===== src/rtl/ship_placement_ctrl.sv =====
// ship_placement_ctrl
//
// Sequences the ship-placement phase of the game. Debounced button pulses
// move a cursor, rotate the ghost ship and request placement. A requested
// placement is walked cell by cell against the board edges and an internal
// occupancy map. An accepted ship is then written into that map, again one
// cell per cycle. The display side can look up any tile through a registered
// occupancy query port.
//
// Ports:
//   clk, rst            system clock, asynchronous active-high reset
//   start               clear board and begin placement (IDLE/DONE only)
//   btn_up/down/left/right, btn_rotate, btn_place
//                       single-cycle command pulses, acted on in MOVE only
//   query_x, query_y    tile to look up
//   query_hit           registered occupancy of the queried tile
//   cursor              {cursor_x, cursor_y} of the ghost ship origin
//   orientation         0=NORTH(-y) 1=EAST(+x) 2=SOUTH(+y) 3=WEST(-x)
//   length              length code of the ship being placed
//   ship_idx            index of the ship being placed
//   busy                high while a placement is checked or committed
//   place_ok, place_err one-cycle result pulses of a placement request
//   all_placed          high once the whole fleet is on the board
module ship_placement_ctrl #(
   parameter int GRID_SIZE = 10,
   parameter int NUM_SHIPS = 5
) (
   input  logic       clk,
   input  logic       rst,
   input  logic       start,
   input  logic       btn_up,
   input  logic       btn_down,
   input  logic       btn_left,
   input  logic       btn_right,
   input  logic       btn_rotate,
   input  logic       btn_place,
   input  logic [3:0] query_x,
   input  logic [3:0] query_y,
   output logic       query_hit,
   output logic [7:0] cursor,
   output logic [1:0] orientation,
   output logic [2:0] length,
   output logic [2:0] ship_idx,
   output logic       busy,
   output logic       place_ok,
   output logic       place_err,
   output logic       all_placed
);

   typedef enum logic [2:0] {IDLE, MOVE, CHECK, COMMIT, DONE} state_t;

   localparam logic [3:0] MAX_COORD  = 4'(GRID_SIZE - 1);
   localparam logic [4:0] GRID_LIMIT = 5'(GRID_SIZE);
   localparam logic [2:0] LAST_SHIP  = 3'(NUM_SHIPS - 1);

   state_t state, state_n;
   logic [3:0] cur_x, cur_x_n;
   logic [3:0] cur_y, cur_y_n;
   logic [1:0] orient, orient_n;
   logic [2:0] ship, ship_n;
   logic [2:0] k, k_n;
   logic       place_ok_n, place_err_n;
   logic       clear_occ, set_occ;
   logic [4:0] cell_x, cell_y;
   logic       cell_in_bounds, cell_occupied;
   logic [GRID_SIZE-1:0] occ [GRID_SIZE];

   // Fixed fleet: ship 0..4 has length code 4,3,2,2,1. Anything past the
   // last ship (the DONE state) keeps showing the smallest ship's code.
   always_comb begin
      case (ship)
         3'd0:    length = 3'd4;
         3'd1:    length = 3'd3;
         3'd2:    length = 3'd2;
         3'd3:    length = 3'd2;
         default: length = 3'd1;
      endcase
   end

   // Cell k of the ship under test, in 5-bit two's complement. A step off
   // the low edge sets bit 4, and so does running past coordinate 15. In
   // both cases the unsigned value is >= 16, so one unsigned compare against
   // GRID_SIZE catches both edges.
   always_comb begin
      cell_x = {1'b0, cur_x};
      cell_y = {1'b0, cur_y};
      case (orient)
         2'd0:    cell_y = {1'b0, cur_y} - {2'b00, k};
         2'd1:    cell_x = {1'b0, cur_x} + {2'b00, k};
         2'd2:    cell_y = {1'b0, cur_y} + {2'b00, k};
         default: cell_x = {1'b0, cur_x} - {2'b00, k};
      endcase
   end

   assign cell_in_bounds = (cell_x < GRID_LIMIT) && (cell_y < GRID_LIMIT);

   // The map is only read for on-board cells, so the index never leaves the
   // array even on boards smaller than 16 tiles.
   always_comb begin
      cell_occupied = 1'b0;
      if (cell_in_bounds) begin
         cell_occupied = occ[cell_y[3:0]][cell_x[3:0]];
      end
   end

   // Next-state and datapath decisions. Only one button is honoured per
   // cycle in MOVE, with place > rotate > up > down > left > right. CHECK
   // walks cells 0..length and stops at the first bad one. COMMIT walks
   // the same cells again and marks them occupied.
   always_comb begin
      state_n     = state;
      cur_x_n     = cur_x;
      cur_y_n     = cur_y;
      orient_n    = orient;
      ship_n      = ship;
      k_n         = k;
      place_ok_n  = 1'b0;
      place_err_n = 1'b0;
      clear_occ   = 1'b0;
      set_occ     = 1'b0;
      case (state)
         IDLE, DONE: begin
            if (start) begin
               state_n   = MOVE;
               cur_x_n   = '0;
               cur_y_n   = '0;
               orient_n  = '0;
               ship_n    = '0;
               k_n       = '0;
               clear_occ = 1'b1;
            end
         end
         MOVE: begin
            if (btn_place) begin
               state_n = CHECK;
               k_n     = '0;
            end else if (btn_rotate) begin
               orient_n = orient + 2'd1;
            end else if (btn_up) begin
               if (cur_y != 4'd0) cur_y_n = cur_y - 4'd1;
            end else if (btn_down) begin
               if (cur_y != MAX_COORD) cur_y_n = cur_y + 4'd1;
            end else if (btn_left) begin
               if (cur_x != 4'd0) cur_x_n = cur_x - 4'd1;
            end else if (btn_right) begin
               if (cur_x != MAX_COORD) cur_x_n = cur_x + 4'd1;
            end
         end
         CHECK: begin
            if (!cell_in_bounds || cell_occupied) begin
               place_err_n = 1'b1;
               state_n     = MOVE;
               k_n         = '0;
            end else if (k == length) begin
               state_n = COMMIT;
               k_n     = '0;
            end else begin
               k_n = k + 3'd1;
            end
         end
         COMMIT: begin
            set_occ = 1'b1;
            if (k == length) begin
               place_ok_n = 1'b1;
               ship_n     = ship + 3'd1;
               k_n        = '0;
               state_n    = (ship == LAST_SHIP) ? DONE : MOVE;
            end else begin
               k_n = k + 3'd1;
            end
         end
         default: state_n = IDLE;
      endcase
   end

   // Control and cursor registers. The result pulses are registered, so
   // they appear the cycle after the deciding CHECK or final COMMIT step.
   always_ff @(posedge clk or posedge rst) begin
      if (rst) begin
         state     <= IDLE;
         cur_x     <= '0;
         cur_y     <= '0;
         orient    <= '0;
         ship      <= '0;
         k         <= '0;
         place_ok  <= 1'b0;
         place_err <= 1'b0;
      end else begin
         state     <= state_n;
         cur_x     <= cur_x_n;
         cur_y     <= cur_y_n;
         orient    <= orient_n;
         ship      <= ship_n;
         k         <= k_n;
         place_ok  <= place_ok_n;
         place_err <= place_err_n;
      end
   end

   // Occupancy map. Reset and start both wipe it, which also discards a
   // ship whose commit was interrupted by reset. COMMIT only visits cells
   // that CHECK has already proven to be on the board.
   always_ff @(posedge clk or posedge rst) begin
      if (rst) begin
         for (int i = 0; i < GRID_SIZE; i++) occ[i] <= '0;
      end else if (clear_occ) begin
         for (int i = 0; i < GRID_SIZE; i++) occ[i] <= '0;
      end else if (set_occ) begin
         occ[cell_y[3:0]][cell_x[3:0]] <= 1'b1;
      end
   end

   // Display lookup: one cycle of latency, off-board tiles read as empty.
   always_ff @(posedge clk or posedge rst) begin
      if (rst) begin
         query_hit <= 1'b0;
      end else if (({1'b0, query_x} < GRID_LIMIT) && ({1'b0, query_y} < GRID_LIMIT)) begin
         query_hit <= occ[query_y][query_x];
      end else begin
         query_hit <= 1'b0;
      end
   end

   assign cursor      = {cur_x, cur_y};
   assign orientation = orient;
   assign ship_idx    = ship;
   assign busy        = (state == CHECK) || (state == COMMIT);
   assign all_placed  = (state == DONE);

endmodule


===== config.mk =====
export PLATFORM = sky130hd
export DESIGN_NAME = ship_placement_ctrl
export DESIGN_NICKNAME = d
export VERILOG_FILES = /design/src/rtl/ship_placement_ctrl.sv
export SDC_FILE = /design/constraint.sdc
export NUM_CORES = 1
export LEC_CHECK = 0
export BUFFER_PORTS_ARGS = -buffer_cell sky130_fd_sc_hd__buf_2
export CORE_MARGIN = 10
export CORE_UTILIZATION = 40
export DETAILED_ROUTE_END_ITERATION = 7
export PLACE_DENSITY_LB_ADDON = 0.3
export SKIP_CTS_REPAIR_TIMING = 1
export SLEW_MARGIN = 0
export SYNTH_ARGS = -nofsm -noshare
export SYNTH_HDL_FRONTEND = slang
export SYNTH_SLANG_ARGS = --single-unit
export TNS_END_PERCENT = 10

===== constraint.sdc =====
create_clock -name clk -period 5.8 [get_ports clk]
set_input_delay 0 -clock clk [delete_from_list [all_inputs] [get_ports clk]]
set_output_delay 0 -clock clk [all_outputs]
set_load 0.05 [all_outputs]

==> summary.txt <==
Outcome
  • Run status: complete, no violations

CTS
  • Clk_lat worst skew: 420 ps
  • CTS tree: yes
  • CTS Sinks: 122
  • Clk pin slew, worst setup/hold paths: 60 ps
  • H-tree Lvls: 4
  • Clk Tree Root Cell: clkbuf_16
  • CTS Buf Count: 17
  • CTS Buffer Depth: 2

Drt
  • Pre-antenna DRT Iters: 6
  • Drt first-iter violations: 1026
  • Post-DR vias/cell: 6.20
  • DRT antenna net count: 0
  • Post-route DRC: 0
  • DR vias: 6779
  • Final Routed Wirelength: 23900 um
  • Routed WL per cell: 21.8 um

Die
  • Total die area: 0.0247 sq mm
  • Die H: 157 um
  • Site Rows: 50
  • Io pins: 38
  • Core region area: 0.0186 sq mm
  • Starting density of the core: 40.5%
  • DIE WIDTH: 157 um

Setup path
  • Crit path kind: register to register
  • Worst EP arrival: 5080 ps
  • Startpoint types: register
  • Critical path fanouts, max: 13
  • Crit. End Element: register
  • Worst flop-to-flop path startpoint: k[0]
  • WP data required: 6140 ps
  • Worst Setup SP: k[0]

Worst hold path
  • Hold_sp: query_x[1]
  • HP Class: primary input to register

STA
  • Slew Limit Fails: 0
  • Period utilization: 81.7%
  • # setup viols final: 0
  • Worst rel slew slack: 25.9%
  • RSZ-0062 raised after global routing: false
  • Peak Freq: 0.211 GHz
  • Final min period: 4740 ps
  • Post-route clock skew: 9.65 ps
  • Hold Vio Cnt, Final: 0
  • Setup TNS: 0 ps
  • Slew @ Worst Pin: 1110 ps

Layout
  • Reg area: 0.00305 sq mm
  • Area growth, synth to finish: 14.5%
  • Fillers: 1785
  • Antenna cells: 0
  • Layout cell share with drive strength beyond 1: 16.4%
  • Nets: 890
  • Area occupied by multi-input gates: 0.00419 sq mm
  • Most common cell after layout, fill and taps aside: nor2_1
  • Commonest cells after routing, fill and taps aside: 139 x nor2_1, 122 x dfrtp_1, 113 x a21oi_1

Global routing
  • GR Util All Layers: 19.7%
  • First-pass GRT wire length: 38100 um
  • GRT overflow: 0
  • Initial antenna violation count: 0
  • Vias in the first global route: 6484
  • Largest net degree at the start of global routing: 103

Logic synthesis
  • Yosys top cell area share: 40.6%
  • Yosys top cell by area: dfrtp_1
  • EDFF count, synth: 0
  • Register area share after synthesis: 40.6%
  • Primary FF master, synth: dfrtp_1
  • Netlist cell types: 61
  • #FFs+latches synth: 122
  • Post-synth net total: 855
  • Avg Cell Area, Syn: 9.27 sq um
  • Synth warn: 0
  • Async SR Flop Fraction: 100%
  • Cells after Synth: 811
  • Synth top area cells: dfrtp_1 41%, mux4_2 9.6%, a21oi_1 7.5%
  • Synthesized area: 0.00752 sq mm

Placed design
  • RD Place Congestion: 0.914
  • Port-buffer cells: 37
  • HPWL Detailed: 16400 um

Job
  • Max cap viols: 0
[sequential cells by signal, indices dropped and copies added (netlist names)]
signal / flops
occ: 100
cur_x: 4
cur_y: 4
k: 3
ship_idx: 3
state: 3
orientation: 2
place_err: 1
place_ok: 1
query_hit: 1
[synth_stat cells, types with 4 or more instances]
master / count
a211oi_1: 10
a21o_1: 5
a21oi_1: 113
a221oi_1: 4
a22oi_1: 4
a31oi_1: 11
a32o_1: 5
and3_1: 12
buf_1: 4
clkbuf_1: 35
dfrtp_1: 122
fa_1: 4
ha_1: 23
inv_1: 30
mux2_2: 7
mux2i_1: 23
mux4_2: 32
nand2_1: 54
nand2b_1: 4
nand3_1: 19
nand4_1: 5
nor2_1: 139
nor2b_1: 10
nor3_1: 16
nor4_1: 9
o21ai_0: 27
o22ai_1: 9
or3_1: 4
xnor2_1: 8
[critical path: stages, from the launching register on]
cell       delay [ps]
dfrtp_1           430
inv_1             120
ha_1              340
mux2_2            290
inv_1              80
fa_1              490
o21ai_1           380
nand2_1           450
buf_4             330
a2111oi_0         420
a41oi_1            80
nand4_1           130
a311o_1           160
o2111ai_1         240
or4_1             540
a21oi_1           150
[final timing paths]
| check | endpoint | slack, ps | cells after the start |
|---|---|---|---|
| setup / recovery | state[1] | 1060 | 15 |
| min in group asynchronous | cur_x[0] | 310 | 3 |
| setup reg to reg | state[1] | 1060 | 15 |
| max in group asynchronous | occ[48] | 4190 | 4 |
| hold / removal | query_hit | 3 | 3 |
| hold reg to reg | occ[70] | 530 | 2 |
[stage by stage]
step	util, %	setup WS [ps]	cell area [sq um]	cells	hold slack [ps]
floorplan	-	963	7520	811	91.1
global placement	43.0	1330	7980	1058	234
detailed placement	43.0	1180	7980	1058	238
CTS	46.2	1150	8580	1090	-210
global route	46.3	721	8610	1093	4.23
finish	46.3	1060	8610	1093	3.28
[routing by layer]
metal	wire [um]	global-route usage, %
met5	0	0
met4	663	6.90
met3	2060	4.45
met2	10800	29.6
met1	10300	27.4
[kinds of logic after synthesis]
group | Yosys count | share of synthesized area, %
adders and majority gates | 27 | 4.89
xor gates and xnor gates | 10 | 1.17
DFF | 122 | 40.6
and+or+nand+nor | 291 | 17.5
muxes | 62 | 13.7
buffers and inverters | 73 | 3.80
AOI/OAI and AO/OA | 226 | 18.3
[final cells by class]
class	count	share of cell area (%)
Timing Repair Buffer	59	4.16
Sequential cell	122	35.5
Tap cell	234	3.40
Multi-Input combinational cell	616	48.7
Clock inverter	12	1.64
Inverter	30	1.34
Clock buffer	20	5.30
Power is not shown: default switching activity piles up to over one toggle a cycle in this logic, so the estimate is an artifact.
